## config.mk

```make
export PLATFORM = sky130hd
export DESIGN_NAME = seq_adder_flat
export DESIGN_NICKNAME = d
export VERILOG_FILES = /design/src/rtl/seq_adder_if.sv /design/src/rtl/seq_adder.sv /design/src/flat_wrapper.sv
export SDC_FILE = /design/constraint.sdc
export NUM_CORES = 1
export LEC_CHECK = 0
export ABC_AREA = 1
export ABC_CLOCK_PERIOD_IN_PS = 1650
export CORE_UTILIZATION = 45
export CTS_BUF_LIST = sky130_fd_sc_hd__clkbuf_8
export DETAILED_ROUTE_END_ITERATION = 8
export PLACE_DENSITY_LB_ADDON = 0.25
export SYNTH_ARGS = -nofsm -noshare
export SYNTH_HDL_FRONTEND = slang
export SYNTH_SLANG_ARGS = --single-unit
```

## constraint.sdc

```tcl
create_clock -name clk -period 1.65 [get_ports clk]
set_input_delay 0.2475 -clock clk [delete_from_list [all_inputs] [get_ports clk]]
set_output_delay 0.2475 -clock clk [all_outputs]
set_load 0.01 [all_outputs]
```

## src/rtl/seq_adder_if.sv

```systemverilog
// Valid/ready bus for seq_adder: operand side (in_*) and result side (out_*).
interface seq_adder_if #(
  parameter int WIDTH = 16
);
  logic             in_valid;
  logic             in_ready;
  logic [WIDTH-1:0] a;
  logic [WIDTH-1:0] b;
  logic             c;
  logic             sub;
  logic             out_valid;
  logic             out_ready;
  logic [WIDTH-1:0] s;
  logic             cy;
  logic             ovf;

  modport master (
    output in_valid, a, b, c, sub, out_ready,
    input  in_ready, out_valid, s, cy, ovf
  );

  modport slave (
    input  in_valid, a, b, c, sub, out_ready,
    output in_ready, out_valid, s, cy, ovf
  );
endinterface

```

## src/rtl/seq_adder.sv

```systemverilog
// Chunked add/subtract unit: WIDTH-bit operands processed CHUNK bits per cycle,
// LSB chunk first, through a registered carry; reports carry-out and signed overflow.
module seq_adder #(
  parameter int WIDTH = 16,
  parameter int CHUNK = 4
) (
  input  logic        clk,
  input  logic        rst,
  seq_adder_if.slave  bus
);
  localparam int N     = WIDTH / CHUNK;
  localparam int CNT_W = (N > 1) ? $clog2(N) : 1;
  localparam logic [CNT_W-1:0] LAST = CNT_W'(N - 1);

  typedef enum logic [1:0] {IDLE, RUN, DONE} state_e;

  state_e             state_q, state_d;
  logic [CNT_W-1:0]   cnt_q, cnt_d;
  logic [WIDTH-1:0]   a_q, a_d;
  logic [WIDTH-1:0]   b_q, b_d;
  logic [WIDTH-1:0]   res_q, res_d;
  logic [WIDTH-1:0]   s_q, s_d;
  logic               carry_q, carry_d;
  logic               sa_q, sa_d;
  logic               sb_q, sb_d;
  logic               cy_q, cy_d;
  logic               ovf_q, ovf_d;

  logic [CHUNK:0]     sum;
  logic [WIDTH-1:0]   res_next;

  assign sum = {1'b0, a_q[CHUNK-1:0]} + {1'b0, b_q[CHUNK-1:0]} + {{CHUNK{1'b0}}, carry_q};

  // New chunk enters at the MSB end so the first (LSB) chunk ends up at bit 0.
  if (CHUNK == WIDTH) begin : g_single
    assign res_next = sum[CHUNK-1:0];
  end else begin : g_multi
    assign res_next = {sum[CHUNK-1:0], res_q[WIDTH-1:CHUNK]};
  end

  always_comb begin
    // NOTE: every _d gets its hold value first so no path leaves it unassigned (no latches).
    state_d = state_q;
    cnt_d   = cnt_q;
    a_d     = a_q;
    b_d     = b_q;
    res_d   = res_q;
    s_d     = s_q;
    carry_d = carry_q;
    sa_d    = sa_q;
    sb_d    = sb_q;
    cy_d    = cy_q;
    ovf_d   = ovf_q;

    unique case (state_q)
      IDLE: begin
        if (bus.in_valid) begin
          a_d     = bus.a;
          b_d     = bus.sub ? ~bus.b : bus.b;
          carry_d = bus.sub ? 1'b1 : bus.c;
          sa_d    = bus.a[WIDTH-1];
          sb_d    = bus.sub ? ~bus.b[WIDTH-1] : bus.b[WIDTH-1];
          cnt_d   = '0;
          state_d = RUN;
        end
      end
      RUN: begin
        a_d     = a_q >> CHUNK;
        b_d     = b_q >> CHUNK;
        carry_d = sum[CHUNK];
        res_d   = res_next;
        cnt_d   = cnt_q + CNT_W'(1);
        if (cnt_q == LAST) begin
          s_d     = res_next;
          cy_d    = sum[CHUNK];
          ovf_d   = (sa_q == sb_q) && (res_next[WIDTH-1] != sa_q);
          state_d = DONE;
        end
      end
      DONE: begin
        if (bus.out_ready) state_d = IDLE;
      end
      default: state_d = IDLE;
    endcase
  end

  // NOTE: sequential state uses non-blocking assignments; reset is synchronous and
  // clears operand/carry registers too, so an aborted operation leaves nothing behind.
  always_ff @(posedge clk) begin
    if (rst) begin
      state_q <= IDLE;
      cnt_q   <= '0;
      a_q     <= '0;
      b_q     <= '0;
      res_q   <= '0;
      s_q     <= '0;
      carry_q <= 1'b0;
      sa_q    <= 1'b0;
      sb_q    <= 1'b0;
      cy_q    <= 1'b0;
      ovf_q   <= 1'b0;
    end else begin
      state_q <= state_d;
      cnt_q   <= cnt_d;
      a_q     <= a_d;
      b_q     <= b_d;
      res_q   <= res_d;
      s_q     <= s_d;
      carry_q <= carry_d;
      sa_q    <= sa_d;
      sb_q    <= sb_d;
      cy_q    <= cy_d;
      ovf_q   <= ovf_d;
    end
  end

  assign bus.in_ready  = (state_q == IDLE);
  assign bus.out_valid = (state_q == DONE);
  assign bus.s         = s_q;
  assign bus.cy        = cy_q;
  assign bus.ovf       = ovf_q;
endmodule

```

## src/flat_wrapper.sv

```systemverilog
// flat-port wrapper written by rule: the top's interface ports become plain ports
module seq_adder_flat 
#(
  parameter int WIDTH = 16,
  parameter int CHUNK = 4
)
  (clk, rst, bus_in_valid, bus_a, bus_b, bus_c, bus_sub, bus_out_ready, bus_in_ready, bus_out_valid, bus_s, bus_cy, bus_ovf);
  seq_adder_if #(.WIDTH(WIDTH)) bus_i ();
  input  logic clk;
  input  logic rst;
  input wire logic [$bits(bus_i.in_valid)-1:0] bus_in_valid;
  input wire logic [$bits(bus_i.a)-1:0] bus_a;
  input wire logic [$bits(bus_i.b)-1:0] bus_b;
  input wire logic [$bits(bus_i.c)-1:0] bus_c;
  input wire logic [$bits(bus_i.sub)-1:0] bus_sub;
  input wire logic [$bits(bus_i.out_ready)-1:0] bus_out_ready;
  output wire logic [$bits(bus_i.in_ready)-1:0] bus_in_ready;
  output wire logic [$bits(bus_i.out_valid)-1:0] bus_out_valid;
  output wire logic [$bits(bus_i.s)-1:0] bus_s;
  output wire logic [$bits(bus_i.cy)-1:0] bus_cy;
  output wire logic [$bits(bus_i.ovf)-1:0] bus_ovf;
  assign bus_i.in_valid = bus_in_valid;
  assign bus_i.a = bus_a;
  assign bus_i.b = bus_b;
  assign bus_i.c = bus_c;
  assign bus_i.sub = bus_sub;
  assign bus_i.out_ready = bus_out_ready;
  assign bus_in_ready = bus_i.in_ready;
  assign bus_out_valid = bus_i.out_valid;
  assign bus_s = bus_i.s;
  assign bus_cy = bus_i.cy;
  assign bus_ovf = bus_i.ovf;
  seq_adder #(.WIDTH(WIDTH), .CHUNK(CHUNK)) u_core (.clk(clk), .rst(rst), .bus(bus_i));
endmodule
```

==> reports/qor.yml, run 1 <==
outcome:
  run_status: "finished, violations left"
  violations: "DRC"
timing:
  layout_worst_path_cycle_share_pct: 93.3
  timing.clock.skew_ns: 0.00423
  hold_slack_ns: 0.444
  finalWorstSetupSlack_ns: 0.111
  fmax_mhz: 650
  final-max-slew-violation-count: 0
  final.min_clock_period_ns: 1.54
  number_of_setup_violations_in_the_final_report: 0
  number_of_failing_hold_endpoints_at_the_final_stage: 0
  worst_slew_margin_rel_pct: 74.1
  timing_worst_slew_pin_value_ns: 0.388
floorplan:
  die_area_mm2: 0.00703
  die-width_um: 83.9
  floorplan.die.height_um: 83.9
  total_i_o_pin_count: 58
  row_cnt: 29
  placeable_area_mm2: 0.00642
  initial_utilization_pct: 47.0
routing:
  drt_drc_violations_left: 6
  route.detailed.vias_per_inst: 4.93
  drtIter0Drc: 97
  firstDrtPassIters: 6
  routedWlPerCell_um: 11.7
  drt_wl_total_um: 6200
  routed-via-count: 2617
  final_antenna_net_count: 0
placed_design:
  buffer_ports.inserted: 57
  place_congestion: 0.819
  dpl_worst_slack_ns: 0.0314
  dp.final_hpwl_um: 4330
  dp_cell_count: 515
global_route:
  global_route_total_overflow: 0
  grt_start_max_net_pins: 46
  globalRouteTotalUtil_pct: 19.7
  grt_antenna_before_repair: 0
  grt_pass1_wl_um: 11100
  first_global_vias: 2586
worst_setup_path:
  criticalPathCategory: "reg2reg"
  crit_start: "u_core.b_q[0]"
  worst_ep_required_time_ns: 1.88
  path_cells: "fa_2, inv_2, fa_2, o21ai_2, a21oi_2, nor2_1, nor2_1, nor2_1"
  worstSetupPathDepth: 8
  element_type_at_the_critical_path_start: "flip-flop"
  timing.rr.end: "u_core.carry_q"
  cp.arrival_ns: 1.76
  reg2regPathDepth: 8
  worst_path_max_delay_cell: "sky130_fd_sc_hd__fa_2"
  path_max_fanout: 2
  cell_occurring_most_often_along_the_worst_timing_path: "sky130_fd_sc_hd__nor2_1"
  critPathTopFamily: "adder cells"
  worst-path-buf-inv: 1
  critPathCaptureType: "flip-flop"
  reg2reg_setup_slack_ns: 0.11
  worst_path_max_stage_delay_ns: 0.39
  r2r-start: "u_core.b_q[0]"
  worst_setup_ep: "u_core.carry_q"
power_and_ir_drop:
  ir_worst_vdd_uv: 406
  power_leakage_nw: 1.60
  power-per-cell-area_mw_per_mm2: 935
  finalPower_w: 0.00359
hold_path:
  hold_path_startpoint: "u_core.a_q[7]"
  worst_hold_path_type: "reg2reg"
  hold_path_depth: 2
run:
  max_cap_violations: 0
clock_network:
  clock_tree.buffer_depth: 2
  clock_insertion_delay_at_the_later_pin_of_the_skew_report_ns: 0.34
  cts_max_level: 3
  clk_sink_count: 69
  cts_hold_repair_buffers: 0
  clockRootBuffer: "sky130_fd_sc_hd__clkbuf_8"
  clk_pin_slew_ns: 0.06
  cts_tree: "yes"
  cts_buffers: 9
cells_and_area:
  antenna-diode-count: 0
  post_layout_nonfiller_instances: 531
  layout.core_utilization_pct: 59.8
  nNetsFinal: 495
  commonest_non_fill_non_tap_cell_in_the_layout: "sky130_fd_sc_hd__nand2_1"
  layout-drive-gt1-share_pct: 9.69
  area_delta_synth_final_pct: 27.4
  layout.cells.most_common_list: "105 x sky130_fd_sc_hd__nand2_1, 66 x sky130_fd_sc_hd__dfxtp_1, 55 x sky130_fd_sc_hd__clkdlybuf4s50_1"
synth:
  ys.warnings.count: 0
  synth_seq_area_share_pct: 45.8
  netlist_instances: 394
  synth.ff_latch_count: 69
  cell_types_with_the_largest_area_share_after_synthesis: "sky130_fd_sc_hd__dfxtp_1 46%, sky130_fd_sc_hd__nand2_1 13%, sky130_fd_sc_hd__a21oi_1 5.1%, sky130_fd_sc_hd__nor2_1 4.5%, sky130_fd_sc_hd__inv_1 3.6%"
  synth_fp_nets: 438
  synth_cell_types: 26
  post_synth.cell_area_avg_um2: 7.65
  yosys.area.top_type_share_pct: 45.8
  yosys.area.top_type: "sky130_fd_sc_hd__dfxtp_1"
  synth_area_mm2: 0.00302
[kinds of logic after synthesis]
group | share of synthesized area [%]
buf+inv | 9.38
simple gates | 19.9
fa+ha+maj | 2.99
compound gates | 17.0
xor+xnor | 4.94
flops | 45.8
[area by class of cell]
| cell class | count | area, µm² |
|---|---|---|
| fill | 611 | 2580 |
| tap | 77 | 96.3 |
| sequential | 69 | 1390 |
| clock buffer | 11 | 151 |
| inverter | 34 | 128 |
| timing repair buffer | 70 | 703 |
| clock inverter | 3 | 13.8 |
| multi-input combinational | 267 | 1360 |
[report_power, final]
group | internal (W) | switching (W)
sequential | 0.00178 | 0.0000623
clock | 0.000600 | 0.000565
combinational | 0.000275 | 0.000312
[routing by layer]
| metal | global-route usage (%) | routed length, µm | vias to the layer above |
|---|---|---|---|
| li1 | - | - | 1375 |
| met1 | 22.8 | 2820 | 1163 |
| met2 | 34.3 | 3020 | 66 |
| met3 | 5.04 | 255 | 13 |
| met4 | 8.78 | 102 | 0 |
| met5 | 0 | 0 | - |
[registers in the layout (all words and copies together) (netlist names)]
name            cells
u_core.a_q         16
u_core.b_q         16
u_core.bus.cy       1
u_core.bus.ovf      1
u_core.bus.s       16
u_core.carry_q      1
u_core.cnt_q        2
u_core.res_q       12
u_core.sa_q         1
u_core.sb_q         1
u_core.state_q      2
[worst min-delay path by stage]
| stage | slack (ns) | end |
|---|---|---|
| 2_1_floorplan | 0.40 | u_core.a_q[12] |
| 3_3_place_gp | 0.43 | u_core.a_q[6] |
| 3_5_place_dp | 0.44 | u_core.a_q[7] |
| 4_1_cts | 0.45 | u_core.a_q[7] |
| 5_1_grt | 0.48 | u_core.b_q[12] |
| 6_report | 0.44 | u_core.a_q[7] |
[repair_timing]
action                                  4_1_cts  5_1_grt
endpoints found under the setup margin        2        1
gates resized for setup                       2       10
cloned                                        0        0
pin swaps                                     0        7
setup buffers                                 0        2
[synthesized netlist by cell type]
cell and number:
sky130_fd_sc_hd__inv_1 29, sky130_fd_sc_hd__nor2_2 1, sky130_fd_sc_hd__ha_1 4, sky130_fd_sc_hd__o21ai_1 16
sky130_fd_sc_hd__nand2_2 1, sky130_fd_sc_hd__fa_1 2, sky130_fd_sc_hd__a31oi_1 10, sky130_fd_sc_hd__buf_4 5
sky130_fd_sc_hd__xnor2_1 12, sky130_fd_sc_hd__o211ai_1 12, sky130_fd_sc_hd__inv_2 5, sky130_fd_sc_hd__nand2_1 105
sky130_fd_sc_hd__xor2_1 5, sky130_fd_sc_hd__a211oi_2 1, sky130_fd_sc_hd__nor2_4 1, sky130_fd_sc_hd__nand3_1 7
sky130_fd_sc_hd__o21a_1 1, sky130_fd_sc_hd__clkbuf_1 6, sky130_fd_sc_hd__buf_1 1, sky130_fd_sc_hd__o21ai_0 21
sky130_fd_sc_hd__nor2_1 36, sky130_fd_sc_hd__buf_2 7, sky130_fd_sc_hd__a21oi_1 31, sky130_fd_sc_hd__nand2_4 1
sky130_fd_sc_hd__dfxtp_1 69, sky130_fd_sc_hd__buf_6 5
[tightest hold or removal path, cell delays in order (launching register included)]
cell and delay, ns:
sky130_fd_sc_hd__dfxtp_1 0.31, sky130_fd_sc_hd__inv_1 0.05, sky130_fd_sc_hd__a21oi_1 0.05
[metrics by stage]
stage / instance area, µm² / setup TNS (ns)
floorplan: 3020 / 0
global placement: 3650 / 0
detailed placement: 3650 / 0
CTS: 3810 / 0
global route: 3840 / -0.00956
finish: 3840 / 0
Power figures use the tool's default switching activity.
==> run 2: changes to the inputs <==
Settings changed: PLACE_DENSITY set to 0.82, PLACE_DENSITY_LB_ADDON 0.25 to unset.
==> run 2 against run 1 <==
The flow still finishes with violations (DRC). First-iteration DRC count rose by 45%. Global-route usage grew 0.53 points. Worst setup slack worse by 0.051 ns. Design area up 1.0%. Non-clock buffer count down 1. Final cell count decreased by 0.19%. Combinational power is 0.9% higher. Clock-buffer cell count rose by 1. Die area did not move. Clock power is 19% higher. Sequential power barely moved. Utilization up 0.60 points.
==> reports/qor.yml, run 2 (same netlist as run 1, synthesis figures left out) <==
outcome:
  run_status: "finished, violations left"
  violations: "DRC"
cells_and_area:
  nNetsFinal: 494
  layout-drive-gt1-share_pct: 9.49
  commonest_non_fill_non_tap_cell_in_the_layout: "sky130_fd_sc_hd__nand2_1"
  fin_area_mm2: 0.00388
  antenna-diode-count: 0
  area_delta_synth_final_pct: 28.7
  layout.cells.most_common_list: "105 x sky130_fd_sc_hd__nand2_1, 66 x sky130_fd_sc_hd__dfxtp_1, 55 x sky130_fd_sc_hd__clkdlybuf4s50_1"
routing:
  firstDrtPassIters: 6
  routed-via-count: 2678
  final_antenna_net_count: 0
  route.detailed.vias_per_inst: 5.05
  drt_drc_violations_left: 4
  routedWlPerCell_um: 12.4
  drt_wl_total_um: 6580
  drtIter0Drc: 141
timing:
  worst_slew_margin_rel_pct: 74.0
  number_of_setup_violations_in_the_final_report: 0
  final-max-slew-violation-count: 0
  number_of_failing_hold_endpoints_at_the_final_stage: 0
  timing.clock.skew_ns: 0.00455
  rsz0062_at_grt: "yes"
  timing_worst_slew_pin_value_ns: 0.390
  final.min_clock_period_ns: 1.59
  layout_worst_path_cycle_share_pct: 96.4
  fmax_mhz: 629
  hold_slack_ns: 0.446
worst_setup_path:
  path_cells: "fa_2, inv_2, fa_2, o21ai_2, a21oi_2, nor2_1, nor2_1, nor2_1"
  cp.arrival_ns: 1.82
  worst-path-buf-inv: 1
  worst_path_max_delay_cell: "sky130_fd_sc_hd__fa_2"
  timing.rr.end: "u_core.carry_q"
  critPathCaptureType: "flip-flop"
  cell_occurring_most_often_along_the_worst_timing_path: "sky130_fd_sc_hd__nor2_1"
  element_type_at_the_critical_path_start: "flip-flop"
  critPathTopFamily: "adder cells"
  worst_path_max_stage_delay_ns: 0.40
  reg2reg_setup_slack_ns: 0.06
  path_max_fanout: 2
  r2r-start: "u_core.b_q[0]"
  reg2regPathDepth: 8
  worst_ep_required_time_ns: 1.88
  criticalPathCategory: "reg2reg"
placed_design:
  place_congestion: 0.826
  placed_area_mm2: 0.00367
  buffer_ports.inserted: 57
  dp.final_hpwl_um: 4550
global_route:
  grt_pass1_wl_um: 11300
  globalRouteTotalUtil_pct: 20.2
  first_global_vias: 2575
  grt_start_max_net_pins: 39
  grt_antenna_before_repair: 0
  global_route_total_overflow: 0
hold_path:
  hold_path_startpoint: "u_core.a_q[7]"
  hold_path_depth: 2
  holdPathEnd: "u_core.a_q[7]"
  worst_hold_path_type: "reg2reg"
power_and_ir_drop:
  p_sw_share_pct: 25.4
  finalPower_w: 0.00382
  p_int_w: 0.00285
  clockPowerShare_pct: 36.3
  power-per-cell-area_mw_per_mm2: 986
  seq_power_share_pct: 48.2
  switchingPower_w: 0.000972
  comb_power_share_pct: 15.5
  power_leakage_nw: 1.61
  ir_worst_vdd_uv: 717
clock_network:
  clockRootBuffer: "sky130_fd_sc_hd__clkbuf_8"
  clock_insertion_delay_at_the_later_pin_of_the_skew_report_ns: 0.35
  cts_tree: "yes"
  cts_max_level: 3
  clk_sink_count: 69
  clk_pin_slew_ns: 0.07
  setup_bufs_post_cts: 0
  cts_buffers: 9
  clock_tree.buffer_depth: 2
floorplan:
  die-width_um: 83.9
  die_area_mm2: 0.00703
  placeable_area_mm2: 0.00642
  row_cnt: 29
  total_i_o_pin_count: 58
  floorplan.die.height_um: 83.9
  initial_utilization_pct: 47.0
run:
  max_cap_violations: 0
## run 2: cell count changes in the layout (fill, tap and decap cells not counted), sizes merged
cell	delta
bufinv	+1
clkbuf	+1
clkinv	-2
buf	-1
## run 2: worst max path at each step
stage	start	end	slack [ns]	cells past startpoint
4_1_cts	u_core.carry_q	u_core.carry_q	-0.02	8
5_1_grt	u_core.b_q[0]	u_core.carry_q	-0.02	8
3_3_place_gp	u_core.carry_q	u_core.carry_q	0.1	8
6_report	u_core.b_q[0]	u_core.carry_q	0.06	8
3_5_place_dp	u_core.carry_q	u_core.carry_q	-0.04	8
2_1_floorplan	u_core.carry_q	u_core.carry_q	0.14	8
## run 2: power by group through the flow
stage | logic, W | registers, W | clock network [W]
floorplan | 0.000396 | 0.00186 | 0
global placement | 0.000567 | 0.00187 | 0
detailed placement | 0.000586 | 0.00187 | 0
CTS | 0.000591 | 0.00184 | 0.00141
global route | 0.000663 | 0.00185 | 0.00149
finish | 0.000592 | 0.00184 | 0.00139
## run 2: worst reg2reg max path: cells and delay by family, from the launching register on
family                     cells  cell delay (ns)
and+or+nand+nor                3             0.26
adders and majority gates      2             0.62
AOI/OAI and AO/OA              2             0.19
DFF                            1             0.33
buffers and inverters          1             0.07
## run 2: timing repair
| item | 4_1_cts | 5_1_grt |
|---|---|---|
| gates resized for setup | 4 | 7 |
| gates cloned | 0 | 0 |
| hold buffers | 0 | 0 |
| setup endpoints to repair | 3 | 1 |
| pin swaps | 1 | 6 |
## run 2: area by class of cell
class                      instances  area [µm²]
fill                             560        2540
sequential                        69        1390
multi-input combinational        267        1360
timing repair buffer              69         708
clock buffer                      12         165
inverter                          34         128
tap                               77        96.3
clock inverter                     2        33.8
## run 2: stage by stage
stage / TNS (ns) / util (%) / worst slack [ns] / std cells
final: 0 / 60.4 / 0.0601 / 530
after global routing: -0.0156 / 60.4 / -0.0156 / 530
after CTS: -0.0164 / 60.2 / -0.0164 / 530
after detailed placement: -0.0415 / 57.1 / -0.0415 / 516
after global placement: 0 / 57.1 / 0.0998 / 516
after floorplan: 0 / - / 0.142 / 394
## run 2: metal layers
metal  up-vias  wire length [µm]  GRT usage, %
met5         -                 0             0
met4         0                84          6.11
met3        11               318          7.02
met2        74              3320          35.3
met1      1220              2860          23.3
li1       1373                 -             -
